File: config.mk
export PLATFORM = sky130hd
export DESIGN_NAME = pipelined_adder
export DESIGN_NICKNAME = d
export VERILOG_FILES = /design/src/rtl/adder_pkg.sv /design/src/rtl/adder_segment.sv /design/src/rtl/pipelined_adder.sv
export SDC_FILE = /design/constraint.sdc
export NUM_CORES = 1
export LEC_CHECK = 0
export CORE_MARGIN = 10
export CORE_UTILIZATION = 49
export CTS_BUF_LIST = sky130_fd_sc_hd__clkbuf_16
export CTS_CLUSTER_SIZE = 14
export DETAILED_ROUTE_END_ITERATION = 6
export GPL_TIMING_DRIVEN = 0
export PLACE_DENSITY = 0.81
export SLEW_MARGIN = 10
export SYNTH_ARGS = -nofsm -noshare
export SYNTH_HDL_FRONTEND = slang
export SYNTH_SLANG_ARGS = --single-unit
File: constraint.sdc
create_clock -name clk -period 3.2 [get_ports clk]
set_clock_uncertainty 0.05 [all_clocks]
set_input_delay 0.8 -clock clk [delete_from_list [all_inputs] [get_ports clk]]
set_output_delay 0.8 -clock clk [all_outputs]
set_load 0.02 [all_outputs]
File: src/rtl/adder_pkg.sv
// Shared configuration for the segment-pipelined adder: default sizes and segment count.
// Latency: none (parameters and elaboration-time helpers only).
// Backpressure: not applicable.
package adder_pkg;

    localparam int DEF_WIDTH = 16;
    localparam int DEF_SEG_W = 4;

    function automatic int calc_nseg(input int width, input int seg_w);
        return width / seg_w;
    endfunction

    // Operands must split into a whole number of segments.
    function automatic bit cfg_ok(input int width, input int seg_w);
        return (seg_w > 0) && (width >= seg_w) && ((width % seg_w) == 0);
    endfunction

endpackage

File: src/rtl/adder_segment.sv
// SEG_W-bit ripple-carry segment adder, one per pipeline stage.
// Latency: combinational.
// Backpressure: none; the enclosing stage register holds its inputs.
module adder_segment
    import adder_pkg::*;
#(
    parameter int SEG_W = DEF_SEG_W
) (
    input  logic [SEG_W-1:0] a_seg,
    input  logic [SEG_W-1:0] b_seg,
    input  logic             cin,
    output logic [SEG_W-1:0] s_seg,
    output logic             cout
);

    logic c;

    always_comb begin
        c     = cin;
        s_seg = '0;
        for (int i = 0; i < SEG_W; i++) begin
            s_seg[i] = a_seg[i] ^ b_seg[i] ^ c;
            c        = (a_seg[i] & b_seg[i]) | (c & (a_seg[i] ^ b_seg[i]));
        end
        cout = c;
    end

endmodule

File: src/rtl/pipelined_adder.sv
// Segment-pipelined add/subtract; PIPELINED_ADDER_OVF_EN adds a registered signed-overflow output.
// Latency: NSEG cycles from presentation to out_valid (one segment resolved per stage).
// Backpressure: whole pipeline holds while out_valid && !out_ready; in_ready drops in the same cycle.
module pipelined_adder
    import adder_pkg::*;
#(
    parameter int WIDTH = DEF_WIDTH,
    parameter int SEG_W = DEF_SEG_W
) (
    input  logic             clk,
    input  logic             rst,
    input  logic             in_valid,
    output logic             in_ready,
    input  logic [WIDTH-1:0] a,
    input  logic [WIDTH-1:0] b,
    input  logic             sub,
    output logic             out_valid,
    input  logic             out_ready,
    output logic [WIDTH-1:0] sum,
    output logic             carry_out
`ifdef PIPELINED_ADDER_OVF_EN
    ,
    output logic             overflow
`endif
);

    localparam int NSEG = calc_nseg(WIDTH, SEG_W);

    if (!cfg_ok(WIDTH, SEG_W)) begin : g_cfg_err
        $error("pipelined_adder: WIDTH must be a non-zero multiple of SEG_W");
    end

    logic advance;

    assign advance  = !out_valid || out_ready;
    assign in_ready = advance;

    for (genvar k = 0; k < NSEG; k++) begin : g_stage
        localparam int LO = k * SEG_W;
        // b bits still unconsumed once this stage has taken its own segment
        localparam int BW = (NSEG - 1 - k) * SEG_W;

        logic                v_in;
        logic                c_in;
        logic [WIDTH-1:0]    acc_in;
        logic [BW+SEG_W-1:0] b_in;
        logic [SEG_W-1:0]    s_seg;
        logic                c_out;
        logic [WIDTH-1:0]    acc_nxt;

        logic                vld_q;
        logic                cry_q;
        logic [WIDTH-1:0]    acc_q;

        // acc carries finished result segments below LO and raw a segments from LO upward
        if (k == 0) begin : g_src
            assign v_in   = in_valid;
            assign c_in   = sub;
            assign acc_in = a;
            assign b_in   = b ^ {WIDTH{sub}};
        end else begin : g_src
            assign v_in   = g_stage[k-1].vld_q;
            assign c_in   = g_stage[k-1].cry_q;
            assign acc_in = g_stage[k-1].acc_q;
            assign b_in   = g_stage[k-1].g_b.bop_q;
        end

        adder_segment #(.SEG_W(SEG_W)) u_seg (
            .a_seg (acc_in[LO +: SEG_W]),
            .b_seg (b_in[SEG_W-1:0]),
            .cin   (c_in),
            .s_seg (s_seg),
            .cout  (c_out)
        );

        always_comb begin
            acc_nxt             = acc_in;
            acc_nxt[LO +: SEG_W] = s_seg;
        end

        always_ff @(posedge clk or posedge rst) begin
            if (rst) begin
                vld_q <= 1'b0;
                cry_q <= 1'b0;
                acc_q <= '0;
            end else if (advance) begin
                vld_q <= v_in;
                cry_q <= c_out;
                acc_q <= acc_nxt;
            end
        end

        if (k < NSEG - 1) begin : g_b
            logic [BW-1:0] bop_q;

            always_ff @(posedge clk or posedge rst) begin
                if (rst) begin
                    bop_q <= '0;
                end else if (advance) begin
                    bop_q <= b_in[BW+SEG_W-1:SEG_W];
                end
            end
        end

`ifdef PIPELINED_ADDER_OVF_EN
        // Last stage still sees the raw a MSB in acc_in and the conditioned b MSB in b_in.
        if (k == NSEG - 1) begin : g_ovf
            logic ovf_q;

            always_ff @(posedge clk or posedge rst) begin
                if (rst) begin
                    ovf_q <= 1'b0;
                end else if (advance) begin
                    ovf_q <= (acc_in[WIDTH-1] == b_in[SEG_W-1]) &&
                             (s_seg[SEG_W-1] != acc_in[WIDTH-1]);
                end
            end
        end
`endif
    end

    assign out_valid = g_stage[NSEG-1].vld_q;
    assign sum       = g_stage[NSEG-1].acc_q;
    assign carry_out = g_stage[NSEG-1].cry_q;
`ifdef PIPELINED_ADDER_OVF_EN
    assign overflow  = g_stage[NSEG-1].g_ovf.ovf_q;
`endif

endmodule

==> implementation parameters <==
Parameter                              Value

Power and ir drop
  Max VDD drop    468.2 µV
  Pwr/cell area    994.7 nW/µm²
  Lkg Pwr    2.373 nW

Clock network
  Maximum clock insertion buffer count    2
  Clk_lat worst skew    340 ps
  Hold-fix buffers at CTS    0
  Sinks on the clock net    96
  Root buffer cell    sky130_fd_sc_hd__clkbuf_16
  Clock tree from TritonCTS    built
  Inserted Clock Buffers    9
  Worst-path clk slew    60 ps
  Maximum level of the CTS H-tree    3

Worst setup path
  Cell count of the worst reg-to-reg path    8
  Crit Path Class    primary input to output port
  Worst flop-to-flop path startpoint    g_stage[0].cry_q$_DFFE_PP0P_
  Crit path DAT    2160 ps
  CP startpoint kind    primary input
  Worst R2R End    g_stage[1].acc_q[7]$_DFFE_PP0P_
  Type of element capturing the critical path    output port
  CP Max Fanout    16
  Setup slack of the most critical reg-to-reg path    890 ps
  Critical path data required time    2350 ps

Synth
  Number of enable-type register cells in the synthesized netlist    0
  Main area contributors after synthesis    sky130_fd_sc_hd__dfrtp_1 57%, sky130_fd_sc_hd__mux2_2 17%, sky130_fd_sc_hd__fa_1 7.1%
  Cell type with the highest aggregate area in the netlist    sky130_fd_sc_hd__dfrtp_1
  Cell area after synthesis    4223 µm²
  Warning count from the yosys run    0
  Most repeated cell in the gate-level netlist after synthesis    sky130_fd_sc_hd__dfrtp_1
  Count of mapped cells out of synthesis    275
  Top FF cell, synth    sky130_fd_sc_hd__dfrtp_1
  Ranking of synthesized cells by instance count    96 x sky130_fd_sc_hd__dfrtp_1, 64 x sky130_fd_sc_hd__mux2_2, 25 x sky130_fd_sc_hd__inv_1, 20 x sky130_fd_sc_hd__mux2_4, 15 x sky130_fd_sc_hd__fa_1
  Top-area cell type share of the netlist area    56.89%
  Synthesized Nets    327
  Number of library cell types mapped by synthesis    16
  FF+latch count, synth    96
  Share of the yosys chip area belonging to registers    56.89%
  FFs w/ async S/R, synth    100.0%
  Mean instance size in the synthesized netlist    15.36 µm²

Final layout
  Filler cells    598
  Diodes inserted    0
  Layout cells sized above 1    33.24%
  Footprint of the multi-input gates    1627 µm²
  Net count of the finished layout    393
  Footprint of the flip-flops and latches    2402 µm²
  Layout overhead on the synthesized area    25.96%

Floorplanning
  Top-level I/O count    56
  Die extent in y    112.8 µm
  Initial Util    50.88%
  Chip Width    112.8 µm
  Row count    33
  Floorplan core area    8299 µm²
  Die area    12,730 µm²

GRT
  Antenna violations before repair    0
  Total routing usage reported by global routing    13.39%
  Number of global-route vias before repair    2,602
  Largest net degree at the start of global routing    41
  Global-route wire length before repair    13,490 µm
  Total congestion overflow after global routing    0

Placed design
  HPWL reported at the end of detailed placement    5801 µm
  Global placer's final weighted congestion    0.7420
  Place WS    -397.5 ps
  Count of port buffers added during placement    54

Min path
  Hold Startpoint    g_stage[2].vld_q$_DFFE_PP0P_
  Capture endpoint of the worst hold path    out_valid$_DFFE_PP0P_
  Cell depth of the worst min-delay path    1
  Hold Crit Class    flop to flop

Timing
  Post-route worst setup slack    186.1 ps
  Sum of negative setup slack    0 ps
  Pin slew with the least headroom to its limit    736.0 ps
  Final setup violating endpoints    0
  Setup repair after global routing missed its margin    no
  Timing-limited maximum frequency    0.3318 GHz
  Min Clock Period, post-route    3014 ps
  Period utilization    94.18%
  Count of pins over their slew limit    0
  Worst max-slew margin expressed relative to the limit    50.83%
  Number of endpoints with negative hold slack in the final report    0

Route
  First-pass DRT Iterations    4
  Via density per instance    5.111
  Overall via count from detail_route    2,305
  Post-detailed-route count of antenna-violating nets    0
  Number of DRC violations after detailed-routing iteration 0    62
  Drc violations    0
  Total Routed Length    8270 µm
  Detailed-route wire length per cell    18.34 µm

Outcome
  Outcome    complete, no violations

Flow run
  Max-cap check violation count    0
-- metal layers --
layer | routed length [µm] | share of wire [%] | vias to the layer above | GRT usage (%)
met5 | 0 | 0 | - | 0
met4 | 112 | 1.4 | 0 | 5.584
met3 | 327 | 4.0 | 12 | 3.434
met2 | 4386 | 53 | 39 | 23.12
met1 | 3443 | 42 | 1213 | 15.43
li1 | - | - | 1041 | -
-- how the worst max path moves through the flow --
| stage | to | cells after the start | slack (ps) | start |
|---|---|---|---|---|
| 3_3_place_gp | in_ready | 6 | -390 | out_ready |
| 6_report | in_ready | 5 | 190 | out_ready |
| 4_1_cts | in_ready | 5 | 180 | out_ready |
| 5_1_grt | in_ready | 5 | 130 | out_ready |
| 2_1_floorplan | g_stage[0].acc_q[3]$_DFFE_PP0P_ | 9 | 340 | sub |
| 3_5_place_dp | in_ready | 6 | -400 | out_ready |
-- report_power, final --
group          internal [mW]  switching, mW  leakage [nW]
Sequential              1.76          0.321          1.11
Combinational           1.04          0.811          1.07
Clock                  0.917          0.441         0.191
-- flip-flops by register name (all words and copies together), names as in the netlist --
| name | count |
|---|---|
| out_valid | 1 |
| g_stage.cry_q | 3 |
| g_stage.acc_q | 48 |
| sum | 16 |
| g_stage.g_b.bop_q | 24 |
| carry_out | 1 |
| g_stage.vld_q | 3 |
-- through the flow --
stage	utilization, %	total power [mW]	hold WS (ps)	std cells	instance area (µm²)
after floorplan	-	3.292	380.5	275	4227
after detailed placement	59.51	3.946	414.9	436	4938
final	64.09	5.291	429.0	451	5319
after global routing	64.09	5.604	456.6	451	5319
after CTS	64.09	5.342	433.0	451	5319
after global placement	59.02	3.820	392.6	434	4898
-- repair_timing --
action / CTS / global route
gates resized for setup: 2 / 0
endpoints found under the setup margin: 1 / 0
buffers inserted: 0 / 0
-- logic make-up (layout without fill, tap and decap cells) --
family	Yosys count	count (layout)	synth area share, %
AO/OA/AOI/OAI	10	10	1.185
XOR/XNOR	16	16	3.319
adder cells (fa/ha/maj)	15	15	7.111
buffers and inverters	40	111	4.593
flip-flops	96	96	56.89
multiplexers	86	86	24.65
AND/OR/NAND/NOR	12	12	2.252
-- final cells by class --
type / count / share of cell area [%]
plain buffers: 14 / 1.835
clock buffers: 9 / 4.234
clock inverters: 7 / 2.988
well taps: 105 / 2.470
flip-flops and latches: 96 / 45.17
inverters: 25 / 1.835
multi-input cells: 139 / 30.58
repair buffers: 56 / 10.89
-- critical path, stage by stage --
cell and delay (ps):
sky130_fd_sc_hd__clkdlybuf4s50_1 470, sky130_fd_sc_hd__nand2b_4 120, sky130_fd_sc_hd__buf_6 180, sky130_fd_sc_hd__buf_4 220, sky130_fd_sc_hd__dlygate4sd2_1 360
-- placed cells by master (no fill, tap or decap), drive strengths merged --
cell type      netlist  layout
mux2                84      84
bufinv               0       5
nor3b               10      10
clkinv               0       1
nand2b               2       2
clkinvlp             0       1
inv                 25      25
dfrtp               96      96
buf                 13      14
dlygate4sd2          0       1
clkdlybuf4s50        0      53
xnor2                3       3
a21oi               10      10
clkbuf               2      11
fa                  15      15
mux2i                2       2
xor2                13      13
No activity file was read; power rests on OpenSTA's default activity.
